**config.mk**
```make
export PLATFORM = sky130hd
export DESIGN_NAME = mesh_spike_injector
export DESIGN_NICKNAME = d
export VERILOG_FILES = /design/src/rtl/mesh_spike_injector.sv
export SDC_FILE = /design/constraint.sdc
export NUM_CORES = 1
export LEC_CHECK = 0
export BUFFER_PORTS_ARGS = -buffer_cell sky130_fd_sc_hd__buf_2
export CAP_MARGIN = 10
export CELL_PAD_IN_SITES_DETAIL_PLACEMENT = 1
export CELL_PAD_IN_SITES_GLOBAL_PLACEMENT = 2
export CORE_MARGIN = 5
export CORE_UTILIZATION = 42
export CTS_CLUSTER_DIAMETER = 120
export DETAILED_ROUTE_END_ITERATION = 10
export PLACE_DENSITY = 0.82
export SETUP_SLACK_MARGIN = 0.2
export SLEW_MARGIN = 20
export SYNTH_ARGS = -nofsm -noshare
export SYNTH_HDL_FRONTEND = slang
export SYNTH_SLANG_ARGS = --single-unit
```
**constraint.sdc**
```tcl
create_clock -name clk -period 5.1 [get_ports clk]
set_input_delay 0.51 -clock clk [delete_from_list [all_inputs] [get_ports clk]]
set_output_delay 0.51 -clock clk [all_outputs]
set_load 0.1 [all_outputs]
```
**src/rtl/mesh_spike_injector.sv**
```systemverilog
// Mesh spike injector: buffers spike events in a FIFO, formats them into 32-bit
// mesh packets and drives them into a node input port under valid/ready.
module mesh_spike_injector #(
  parameter int DATA_WIDTH = 32,
  parameter int ROWS       = 2,
  parameter int COLS       = 2,
  parameter int SRC_X      = 0,
  parameter int SRC_Y      = 0,
  parameter int FIFO_DEPTH = 8
) (
  input  logic                              clk,
  input  logic                              rst,
  input  logic                              evt_valid,
  output logic                              evt_ready,
  input  logic [3:0]                        evt_dest_x,
  input  logic [3:0]                        evt_dest_y,
  input  logic [15:0]                       evt_neuron_id,
  output logic [DATA_WIDTH-1:0]             dout,
  output logic                              vout,
  input  logic                              rin,
  output logic [$clog2(FIFO_DEPTH+1)-1:0]   fifo_count,
  output logic [15:0]                       pkt_cnt,
  output logic [15:0]                       stall_cnt,
  output logic [7:0]                        err_cnt
);

  localparam int PW = $clog2(FIFO_DEPTH);
  localparam int CW = $clog2(FIFO_DEPTH + 1);
  localparam logic [CW-1:0] FULL   = CW'(FIFO_DEPTH);
  localparam logic [4:0]    COLS_L = 5'(COLS);
  localparam logic [4:0]    ROWS_L = 5'(ROWS);
  localparam logic [3:0]    SX     = 4'(SRC_X);
  localparam logic [3:0]    SY     = 4'(SRC_Y);

  logic [DATA_WIDTH-1:0] mem_q [FIFO_DEPTH];
  logic [PW-1:0]         wr_ptr_q, wr_ptr_d;
  logic [PW-1:0]         rd_ptr_q, rd_ptr_d;
  logic [CW-1:0]         count_q, count_d;
  logic [DATA_WIDTH-1:0] dout_q, dout_d;
  logic                  vout_q, vout_d;
  logic [15:0]           pkt_q, pkt_d;
  logic [15:0]           stall_q, stall_d;
  logic [7:0]            err_q, err_d;

  logic                  in_range;
  logic                  accept;
  logic                  push;
  logic                  load;
  logic [DATA_WIDTH-1:0] packet;

  // Ready depends only on the registered count: a pop never frees a slot in the same cycle.
  assign evt_ready = !rst && (count_q != FULL);

  always_comb begin
    in_range = ({1'b0, evt_dest_x} < COLS_L) && ({1'b0, evt_dest_y} < ROWS_L);
    accept   = evt_valid && evt_ready;
    push     = accept && in_range;
    load     = (!vout_q || rin) && (count_q != '0);
    packet   = {evt_dest_x, evt_dest_y, SX, SY, evt_neuron_id};

    wr_ptr_d = push ? wr_ptr_q + PW'(1) : wr_ptr_q;
    rd_ptr_d = load ? rd_ptr_q + PW'(1) : rd_ptr_q;

    count_d = count_q;
    case ({push, load})
      2'b10:   count_d = count_q + CW'(1);
      2'b01:   count_d = count_q - CW'(1);
      default: count_d = count_q;
    endcase

    dout_d = dout_q;
    vout_d = vout_q;
    if (load) begin
      dout_d = mem_q[rd_ptr_q];
      vout_d = 1'b1;
    end else if (vout_q && rin) begin
      vout_d = 1'b0;
    end

    pkt_d   = (vout_q && rin) ? pkt_q + 16'd1 : pkt_q;
    stall_d = (vout_q && !rin && (stall_q != '1)) ? stall_q + 16'd1 : stall_q;
    err_d   = (accept && !in_range && (err_q != '1)) ? err_q + 8'd1 : err_q;
  end

  always_ff @(posedge clk) begin
    if (rst) begin
      wr_ptr_q <= '0;
      rd_ptr_q <= '0;
      count_q  <= '0;
      dout_q   <= '0;
      vout_q   <= 1'b0;
      pkt_q    <= '0;
      stall_q  <= '0;
      err_q    <= '0;
    end else begin
      wr_ptr_q <= wr_ptr_d;
      rd_ptr_q <= rd_ptr_d;
      count_q  <= count_d;
      dout_q   <= dout_d;
      vout_q   <= vout_d;
      pkt_q    <= pkt_d;
      stall_q  <= stall_d;
      err_q    <= err_d;
    end
  end

  // Storage needs no reset; the pointers and count define which entries are live.
  always_ff @(posedge clk) begin
    if (push) mem_q[wr_ptr_q] <= packet;
  end

  assign dout       = dout_q;
  assign vout       = vout_q;
  assign fifo_count = count_q;
  assign pkt_cnt    = pkt_q;
  assign stall_cnt  = stall_q;
  assign err_cnt    = err_q;

endmodule

```
# Yosys cells after proc, flatten, opt, wreduce, memory -nomap -nowiden
# Memory sizes are Yosys's and may differ from the RTL's. A register that Yosys moved wholly into a read port is not among the register bits.
# Index checks and enable logic that the tools add are counted.
[op_classes]
add_sub_neg = 7
n_eq_ne = 5
multipliers = 0
n_div = 0
shifts = 0
magnitude_cmp = 2
n_reduce_logical = 18
n_mux = 5
bitwise_logic = 0
[ops]
columns = ["op", "n"]
rows = [
  ["$add A16 B1 Y16 const B", 2],
  ["$ne A16 B16 Y1 const B", 1],
  ["$logic_and A1 B1 Y1", 10],
  ["$add A8 B1 Y8 const B", 1],
  ["$lt A4 B2 Y1 const B", 2],
  ["$ne A8 B8 Y1 const B", 1],
  ["$pmux W4 S2", 1],
  ["$add A3 B1 Y3 const B", 2],
  ["$add A4 B1 Y4 const B", 1],
  ["$logic_not A1 Y1", 4],
  ["$mux W1", 4],
  ["$ne A4 B4 Y1 const B", 1],
  ["$reduce_bool A2 Y1", 2],
  ["$reduce_bool A4 Y1", 1],
  ["$sub A4 B1 Y4 const B", 1],
  ["$eq A2 B1 Y1 const B", 1],
  ["$eq A2 B2 Y1 const B", 1],
  ["$logic_or A1 B1 Y1", 1],
]
[word_totals]
romBits = 0
mem_count = 1
latchBits = 0
elab_cells = 46
ff_bits = 83
out_inout_bits = 78
mem_bits_rw = 192
input_bits = 28
[memory_table]
columns = ["name", "depth", "width", "read_ports", "rd_ports_with_merged_regs", "wr", "line_no", "text"]
rows = [
  ["mem_q", 8, 24, 1, 1, 1, "35", "logic [DATA_WIDTH-1:0] mem_q [FIFO_DEPTH];"],
]

# Logic depth before layout (Yosys ltp)
[depth]
ltp_word = 6
depth_mapped = 12

# Least setup slack after synthesis
# No wires, ideal clock.
[synth_path]
path_type = "register to register"
startpoint = "reg count_q[1] (netlist: fifo_count[1])"
endpoint = "mem mem_q[0][0] in the netlist's numbering, enable pin"
setup_time_ps = 466
path_buffers = 1
required_ps = 4634
t_arrival_ps = 4066
setup_slack_ps = 568
stages_incl_launch_ff = 6
cell_sequence = "dfxtp_1 buf_4 nor3_1 a21oi_4 nand2_2 nor4_1"
[synth_via]
elab_chain_len = 6
[synth_lines]
columns = ["element", "line_no", "text"]
rows = [
  ["start: declaration", "38", "logic [CW-1:0] count_q, count_d;"],
  ["start signal: assignment", "98", "count_q <= count_d;"],
  ["$ne A4 B4 Y1", "52", "assign evt_ready = !rst && (count_q != FULL);"],
  ["$logic_and A1 B1 Y1", "52", ""],
  ["$logic_and A1 B1 Y1", "56", "accept = evt_valid && evt_ready;"],
  ["$logic_and A1 B1 Y1", "57", "push = accept && in_range;"],
  ["$mux W1", "109", "if (push) mem_q[wr_ptr_q] <= packet;"],
  ["$mux W1 (not written as such)", "109", ""],
  ["end: declaration", "35", ""],
]
# Every way passes these cells.

# Worst setup path in the final report
[layout_path]
startpoint = "reg count_q[0] (netlist: fifo_count[0])"
endpoint = "reg count_q[2] (netlist: fifo_count[2])"
[layout_via]
elab_chain_len = 6
word_cells_on_any_way = 12
[layout_lines]
columns = ["element", "line_no", "text"]
rows = [
  ["$ne A4 B4 Y1", "52", ""],
  ["$logic_and A1 B1 Y1", "52", ""],
  ["$logic_and A1 B1 Y1", "56", ""],
  ["$logic_and A1 B1 Y1", "57", ""],
  ["$eq A2 B1 Y1 or $eq A2 B2 Y1 (tied branches)", "65", "case ({push, load})"],
  ["$pmux W4 S2 or $reduce_bool A2 Y1 (tied branches)", "n/a", ""],
]
# Parallel ways exist; a longest one is shown, timed or not.
# A chain may end at the register's enable or synchronous reset.

==> summary.txt <==
Outcome
  – Status: completed

Synthesis
  – Post-Syn Area: approximately 10000 sq um
  – Post-synthesis cell count: 657
  – Cell variety after synth: between 50 and 60
  – Ys flop type: edfxtp_1
  – Synth warn: 0
  – Avg Cell Area, Syn: roughly 16 sq um
  – Post-synth EDFFs: between 150 and 200
  – Yosys reg bits: 267
  – Register area share after synthesis: between 60% and 70%
  – Async SR Flop Fraction: 0%

GRT
  – Total routing usage reported by global routing: ~17%
  – First-pass GRT wire length: around 38 mm
  – Grt total ovfl: 0
  – Initial antenna violation count: 2
  – Vias in the first global route: approximately 6600
  – Largest net degree at the start of global routing: 73

Layout
  – ANT cells: 0
  – Area Growth Syn to Fin: 17.7%
  – Fillers: roughly 2400
  – Area occupied by multi-input gates: between 2000 and 3000 sq um
  – Fin area: between 10000 and 15000 sq um
  – Nets: between 800 and 900
  – Most frequent cells in the layout: edfxtp_1 (192), buf_2 (97), dfxtp_1 (73)
  – Share of layout cells above drive strength 1: approximately 29%
  – Register Area: 7270 sq um
  – Commonest non-fill, non-tap cell in the layout: edfxtp_1

Timing
  – Fin crit share: 55.3%
  – Final hold viol count: 0
  – Slew Limit Fails: 0
  – Setup_tns: 0 ns
  – Slew margin rel.: about two fifths
  – Final setup violation count: 0
  – RSZ-0062 raised after global routing: false
  – Worst-margin pin slew: slightly above 0.9 ns
  – Peak Freq: 354 MHz
  – Crit path time final: approximately 2.8 ns
  – Fin Clk Skew: ~0.014 ns

Drt
  – DRT Pass-1 Iters: 5
  – 1st-iter DRT viols: ~420
  – Avg Vias per Cell: approximately 5.4
  – Vias: between 6000 and 7000
  – DRT Wirelength: 24.1 mm
  – Remaining antenna violation count: 0
  – Wire length per cell: 21.6 um
  – Residual DRC: 0

Floorplanning
  – Die Wd: 167 um
  – Die Y: 167 um
  – Initial Util: 42.8%
  – Die area: 28000 sq um
  – Core area: between 20000 and 25000 sq um
  – # rows: 57
  – I/O Pins: ~110

Placed design
  – Number of port buffers: 97
  – Post-DP Area: between 10000 and 15000 sq um
  – RD Place Congestion: 0.796
  – DPL Wire Length: between 15 and 20 mm

Critical path
  – Slowest-stage cell, CP: nor4_1
  – Crit path max fanout: 30
  – Crit-path cells: nor4_1 > nor2_2 > buf_4 > ha_1 > xor2_1 > ha_1 > a21oi_1 > xor2_1 > or3_1 > a21oi_1
  – Critical Path Sink Type: register
  – CP required: 5.56 ns
  – Crit-path max cell delay: approximately 0.6 ns
  – Critical path type: reg -> reg
  – Crit start category: register
  – Worst Path Arrival: ~3.3 ns

Clock tree
  – Setup repair bufs after CTS: 0
  – Total CTS buffers: 29
  – CTS Sinks: around 270
  – CTS tree: built
  – CTS Buffer Depth: 3
  – Root buf cell: clkbuf_16
  – H-Tree Depth: 1
  – # hold bufs at CTS: 0
  – CTS clk-pin slew, worst paths: ~0.060 ns
  – Clk Latency, worst-skew pair: 0.55 ns
  – Cts repair resizes: 0

Hold path
  – Hold Path Class: in -> reg

Power and ir drop
  – PD cells: ~520 nW/um^2
  – Worst IR Drop VDD: 0.366 mV
  – Static Leak: 4.23 nW
  – Pwr Total: about 6.4 mW

Flow run
  – Max_cap viols: 0
state kept, by name, indices dropped and copies added (netlist names):
name	flops
dout	24
err_cnt	8
stall_cnt	16
fifo_count	4
pkt_cnt	16
vout	1
mem_q	192
rd_ptr_q	3
wr_ptr_q	3
power by group:
part | internal, mW | total [mW] | switching [mW]
Combinational | 0.525 | 1.80 | 1.27
Sequential | 2.42 | 2.53 | 0.103
Clock | 1.23 | 2.08 | 0.859
synth_stat cells (2+ instances only):
library cell / count / share of area, %
nor3_1: 34 / 1.6
or3_1: 4 / 0.24
nand2_1: 23 / 0.83
a21oi_1: 12 / 0.58
edfxtp_1: 192 / 55
nand4_1: 10 / 0.60
mux4_2: 48 / 10
o21ai_0: 5 / 0.24
and4b_1: 2 / 0.19
buf_1: 2 / 0.072
nor2b_1: 3 / 0.18
nand3_1: 18 / 0.87
nor2_1: 76 / 2.7
dfxtp_1: 75 / 14
xnor2_1: 11 / 0.93
xor2_1: 21 / 1.8
clkbuf_1: 12 / 0.43
and2_1: 2 / 0.12
ha_1: 8 / 0.96
buf_2: 6 / 0.29
inv_1: 4 / 0.14
mux2i_1: 8 / 0.77
o211ai_1: 2 / 0.14
o22ai_1: 24 / 1.4
nand2b_1: 4 / 0.24
nor4_1: 4 / 0.24
and4_1: 2 / 0.17
buf_4: 15 / 1.1
or2_2: 3 / 0.18
critical path: cells and delay by family, from the launching register on:
| family | cells | cell delay [ns] |
|---|---|---|
| AO/OA/AOI/OAI | 2 | 0.33 |
| XOR/XNOR | 2 | 0.26 |
| adder cells (fa/ha/maj) | 2 | 0.49 |
| buffers and inverters | 1 | 0.29 |
| flip-flops | 1 | 0.39 |
| AND/OR/NAND/NOR | 3 | 0.97 |
final timing paths:
path	from	to	slack, ns	cells after the start
min reg2reg	dout[3]$_SDFFE_PP0P_	dout[3]$_SDFFE_PP0P_	0.49	2
max reg2reg	fifo_count[0]$_SDFFE_PP0P_	fifo_count[2]$_SDFFE_PP0P_	2.28	10
min	evt_dest_y[0]	mem_q[0][16]$_DFFE_PP_	0.24	1
max	fifo_count[0]$_SDFFE_PP0P_	fifo_count[2]$_SDFFE_PP0P_	2.28	10
layer usage:
layer / GRT usage [%] / vias up / wire (um)
li1: - / 2742 / -
met3: 3.37 / 46 / 1280
met1: 22.1 / 3110 / 10100
met5: 0 / - / 23
met2: 30.2 / 152 / 12200
met4: 4.27 / 4 / 573
area by class of cell:
type                    count  area share, %
flip-flops and latches    267           59.4
multi-input cells         356           24.3
clock buffers              35           6.19
repair buffers            111           4.99
well taps                 324           3.31
clock inverters            19           1.71
inverters                   4          0.123
logic make-up after synthesis:
family	after synthesis	synth area share, %
AO/OA/AOI/OAI	54	3.43
AND/OR/NAND/NOR	198	9.68
adder cells (fa/ha/maj)	8	0.962
multiplexers	56	11.2
flip-flops	267	69.9
XOR/XNOR	32	2.69
other	1	0.0360
buffers and inverters	41	2.18
metrics by stage:
| stage | hold slack (ns) | cells | setup WS [ns] | util (%) |
|---|---|---|---|---|
| global route | 0.232 | 1116 | 1.99 | 50.3 |
| global placement | 0.475 | 1061 | 1.98 | 46.2 |
| CTS | 0.217 | 1115 | 2.18 | 50.2 |
| finish | 0.238 | 1116 | 2.28 | 50.3 |
| floorplan | 0.494 | 664 | 0.568 | - |
| detailed placement | 0.479 | 1061 | 1.87 | 46.3 |
Power figures use the tool's default switching activity.
